**src/rtl/wb_bus_arbiter.sv**
```systemverilog
// rtl/wb_bus_arbiter.sv - two-master round-robin Wishbone arbiter with stall watchdog
module wb_bus_arbiter #(
    parameter int                ADDR_W   = 32,
    parameter int                DATA_W   = 32,
    parameter int                TIMEOUT  = 255,
    parameter logic [DATA_W-1:0] ERR_DATA = '0
) (
    input  logic              clk,
    input  logic              rst,

    input  logic [ADDR_W-1:0] m0_adr,
    input  logic [DATA_W-1:0] m0_dat_o,
    output logic [DATA_W-1:0] m0_dat_i,
    input  logic              m0_we,
    input  logic              m0_cyc,
    input  logic              m0_stb,
    output logic              m0_ack,

    input  logic [ADDR_W-1:0] m1_adr,
    input  logic [DATA_W-1:0] m1_dat_o,
    output logic [DATA_W-1:0] m1_dat_i,
    input  logic              m1_we,
    input  logic              m1_cyc,
    input  logic              m1_stb,
    output logic              m1_ack,

    output logic [ADDR_W-1:0] s_adr,
    output logic [DATA_W-1:0] s_dat_o,
    input  logic [DATA_W-1:0] s_dat_i,
    output logic              s_we,
    output logic              s_cyc,
    output logic              s_stb,
    input  logic              s_ack,

    output logic [1:0]        grant,
    output logic              timeout_pulse,
    output logic [7:0]        timeout_count
);

    typedef enum logic [1:0] {IDLE, GNT0, GNT1} state_t;

    localparam logic [15:0] WD_LIMIT = 16'(TIMEOUT - 1);

    state_t      state, state_nxt;
    logic        last_grant;
    logic [15:0] wd_cnt, wd_cnt_nxt;
    logic        term, term_nxt;
    logic [7:0]  tcount;
    logic        stalled;

    // Routing and arbitration; term marks the forced-termination cycle
    always_comb begin
        state_nxt = state;
        s_adr     = '0;
        s_dat_o   = '0;
        s_we      = 1'b0;
        s_cyc     = 1'b0;
        s_stb     = 1'b0;
        m0_ack    = 1'b0;
        m1_ack    = 1'b0;
        m0_dat_i  = '0;
        m1_dat_i  = '0;
        grant     = 2'b00;
        case (state)
            IDLE: begin
                if (m0_cyc && m1_cyc) begin
                    state_nxt = last_grant ? GNT0 : GNT1;
                end else if (m0_cyc) begin
                    state_nxt = GNT0;
                end else if (m1_cyc) begin
                    state_nxt = GNT1;
                end
            end
            GNT0: begin
                s_adr    = m0_adr;
                s_dat_o  = m0_dat_o;
                s_we     = m0_we;
                s_cyc    = m0_cyc;
                s_stb    = m0_stb & ~term;
                m0_ack   = term | s_ack;
                m0_dat_i = term ? ERR_DATA : s_dat_i;
                grant    = 2'b01;
                if (!m0_cyc) begin
                    state_nxt = m1_cyc ? GNT1 : IDLE;
                end
            end
            GNT1: begin
                s_adr    = m1_adr;
                s_dat_o  = m1_dat_o;
                s_we     = m1_we;
                s_cyc    = m1_cyc;
                s_stb    = m1_stb & ~term;
                m1_ack   = term | s_ack;
                m1_dat_i = term ? ERR_DATA : s_dat_i;
                grant    = 2'b10;
                if (!m1_cyc) begin
                    state_nxt = m0_cyc ? GNT0 : IDLE;
                end
            end
            default: state_nxt = IDLE;
        endcase
    end

    // Watchdog only counts beats that keep the same owner across the edge
    always_comb begin
        stalled    = (state != IDLE) && (state_nxt == state) && s_stb && !s_ack;
        term_nxt   = stalled && (wd_cnt == WD_LIMIT);
        wd_cnt_nxt = (stalled && !term_nxt) ? wd_cnt + 16'd1 : 16'd0;
    end

    always_ff @(posedge clk) begin
        if (!rst) begin
            state      <= IDLE;
            last_grant <= 1'b1;
            wd_cnt     <= 16'd0;
            term       <= 1'b0;
            tcount     <= 8'd0;
        end else begin
            state  <= state_nxt;
            wd_cnt <= wd_cnt_nxt;
            term   <= term_nxt;
            if (state_nxt != IDLE) begin
                last_grant <= (state_nxt == GNT1);
            end
            if (term_nxt && tcount != 8'hFF) begin
                tcount <= tcount + 8'd1;
            end
        end
    end

    assign timeout_pulse = term;
    assign timeout_count = tcount;

endmodule

```
**config.mk**
```make
export PLATFORM = sky130hd
export DESIGN_NAME = wb_bus_arbiter
export DESIGN_NICKNAME = d
export VERILOG_FILES = /design/src/rtl/wb_bus_arbiter.sv
export SDC_FILE = /design/constraint.sdc
export NUM_CORES = 1
export LEC_CHECK = 0
export ABC_AREA = 1
export ABC_CLOCK_PERIOD_IN_PS = 4300
export CAP_MARGIN = 20
export CORE_AREA = 3 3 121 123
export DETAILED_ROUTE_END_ITERATION = 16
export DIE_AREA = 0 0 124 126
export PLACE_DENSITY = 0.64
export SLEW_MARGIN = 10
export SYNTH_ARGS = -nofsm -noshare
export SYNTH_HDL_FRONTEND = slang
export SYNTH_SLANG_ARGS = --single-unit
```
**constraint.sdc**
```tcl
create_clock -name clk -period 4.3 [get_ports clk]
set_input_delay 0.86 -clock clk [delete_from_list [all_inputs] [get_ports clk]]
set_output_delay 0.86 -clock clk [all_outputs]
set_load 0.02 [all_outputs]
```
==> key figures <==
Status
  – Status: finished clean

Floorplanning
  – Die area: approximately 0.016 mm^2
  – Die Y: around 130 um
  – Core area: 0.01377 mm^2
  – Die width: between 100 and 150 um
  – I/O pin cnt: between 300 and 400
  – Starting Density: 0.2200
  – Row count: 43

Timing
  – Final Slew Violations: 0
  – Hold Fails Final Rpt: 0
  – Fin crit share: 0.8325
  – TNS Setup: 0 ns
  – Final setup violation count: 0
  – Fin crit period: approximately 3.6 ns
  – Slew HR: 0.5885
  – RSZ-0062 raised after global routing: no
  – Fmax: approximately 280 MHz
  – Final worst slack: 0.7203 ns
  – Skew final: between 0.005 and 0.006 ns
  – Worst-Margin Slew: 0.6164 ns

CTS
  – H-tree Lvls: 1
  – CTS tree: built
  – Clock Tree Buf Depth: 2
  – Worst-skew pair later-pin latency: 0.27 ns
  – Hold buffer count at CTS: 0
  – Sink Count: 28
  – CTS Root Cell: clkbuf_16
  – Post-CTS setup repair buffer count: 0
  – Clock slew at reported path FFs: 0.07 ns
  – Number of buffers inserted during clock tree synthesis: 3
  – Post-CTS resize count: 0

Placed design
  – IO buf count: between 300 and 400
  – Final HPWL DP: between 10 and 15 mm
  – Gpl congestion: 0.8740
  – Pre-CTS setup slack: around 0.90 ns

Yosys
  – Post-synthesis async set-or-reset flop share: 0
  – Post-Syn Area: a little over 0.003 mm^2
  – Main synth FF type: dfxtp_1
  – Synth top area cells: nand2_1, dfxtp_1, a21oi_1
  – Synth top area share: 0.2267
  – Synthesis Warnings: 0
  – Synth cell count leaders: nand2_1, a21oi_1, nor3_1
  – Unique masters post-synth: 27
  – Yosys top cell by area: nand2_1
  – #FFs+latches synth: 28
  – Syn_nets: between 700 and 800
  – Avg Cell Area, Syn: around 5.5 um^2
  – Register area share after synthesis: 0.1850
  – EDFF count, synth: 0
  – Most numerous cell in the Yosys netlist: nand2_1
  – Post-Synthesis Cells: between 500 and 600

Global routing
  – Initial antenna violation count: 0
  – Vias in the first global route: 4152
  – GR Util All Layers: 0.1876
  – Global-route wire length before repair: approximately 23 mm
  – GRT overflow: 0
  – Largest net degree at the start of global routing: 61

Pwr
  – Switching share of power: 0.3929
  – Combinational share of power: 0.597
  – Clk network pwr share: 0.188
  – Leak: ~2.2 nW
  – Sw power: 0.0004904 W
  – P per Cell Area: around 200 mW/mm^2
  – Register share of total power: 0.215
  – VDD IR-drop max: around 0.00014 V
  – Internal power: between 0.0007 and 0.0008 W

Worst setup path
  – R2R Setup Slk: around 1.5 ns
  – WS Path Type: flip-flop to output port
  – CP Cell Sequence: inv_1 -> ha_1 -> inv_2 -> buf_4 -> a21oi_1 -> clkdlybuf4s50_1
  – Worst path bufs/invs: 4
  – CP peak stage delay: between 0.5 and 0.6 ns
  – Slowest stage cell, crit path: clkdlybuf4s50_1
  – CP Max Fanout: 38
  – WP data arrival: between 2 and 3 ns
  – WP data required: 3.44 ns
  – CP endpoint kind: output port
  – CP delay by family, top: buffers and inverters
  – Setup crit start kind: flip-flop

Final layout
  – Filler cell count: 1420
  – Net count, final: 1014
  – Layout cell share with drive strength beyond 1: 0.04306
  – Syn-to-layout area delta: 110.2%
  – Area taken by multi-input logic gates: 0.002072 mm^2
  – Sequential cell area: about 560 um^2
  – Antenna diodes: 0

Hold path
  – Worst hold path type: flip-flop to flip-flop

Drt
  – Via count: around 4500
  – Detailed-router iteration count before antenna repair: 5
  – Via density: around 4.4
  – Antenna viol nets, final: 0
  – DRT iter0 DRCs: ~330
  – Drt wl/cell: approximately 16 um
  – Drt total wl: approximately 16 mm
  – Residual DRC count: 0

Run
  – Max-Cap Viols: 0
worst paths after layout:
path	cells after the start	start	endpoint
setup / recovery	6	state[0]	s_dat_o[23]
hold reg to reg	1	wd_cnt[0]	wd_cnt[0]
setup reg to reg	13	state[0]	wd_cnt[2]
hold / removal	1	wd_cnt[0]	wd_cnt[0]
through the flow:
stage	utilization	std cells	total power (W)	hold WS (ns)	cell area, um^2
4_1_cts	0.4624	1016	0.001259	0.4710	6369
5_1_grt	0.4624	1016	0.001327	0.4958	6369
3_3_place_gp	0.4559	1012	0.001025	0.4385	6280
2_1_floorplan	-	551	0.0006210	0.4272	3030
3_5_place_dp	0.4559	1012	0.001023	0.4512	6280
6_report	0.4624	1016	0.001248	0.4640	6369
routing by layer:
metal	global-route usage	up-vias	wire [um]
met5	0	-	0
met1	0.2432	1973	6558
met3	0.07409	11	1954
met4	0.02320	0	119
met2	0.3029	185	7357
li1	-	2352	-
sequential cells by signal, indices dropped and copies added, names as in the netlist:
name and count:
wd_cnt 16, timeout_pulse 1, last_grant 1, timeout_count 8, state 2
cell type report:
class	count	area share
clock buffers	4	0.01395
inverters	64	0.03772
multi-input cells	422	0.3253
flip-flops and latches	28	0.08821
well taps	180	0.03536
repair buffers	318	0.4994
cells by family after synthesis:
group                      count (synthesis)  share of synthesized area
xor gates and xnor gates                   9                    0.02601
adders and majority gates                  8                    0.03303
buffers and inverters                    101                     0.1329
and+or+nand+nor                          319                     0.4761
AOI/OAI and AO/OA                         86                     0.1470
DFF                                       28                     0.1850
layout by cell type (no fill, tap or decap), types with 2 or more instances in the layout:
cell type	Yosys	final
nor4_1	2	2
nand4_1	13	13
a21oi_1	79	79
inv_2	2	3
inv_1	62	61
clkbuf_16	0	3
xor2_1	8	8
nor3_1	69	69
ha_2	0	2
nor3b_1	4	4
nor2_2	7	7
buf_4	0	5
ha_1	8	6
clkdlybuf4s50_1	0	312
nand3_1	18	18
dfxtp_1	28	27
or2_2	4	4
nor2_1	14	14
a21oi_2	4	4
nand2_1	183	183
o21ai_0	3	3
power by group through the flow:
stage | registers (W) | clock network [W] | logic, W
after floorplan | 0.000274 | 0 | 0.000347
after global placement | 0.000275 | 0 | 0.000750
after detailed placement | 0.000275 | 0 | 0.000748
after CTS | 0.000269 | 0.000238 | 0.000753
after global routing | 0.000269 | 0.000250 | 0.000808
final | 0.000268 | 0.000234 | 0.000745
(Power assumes the default switching activity.)
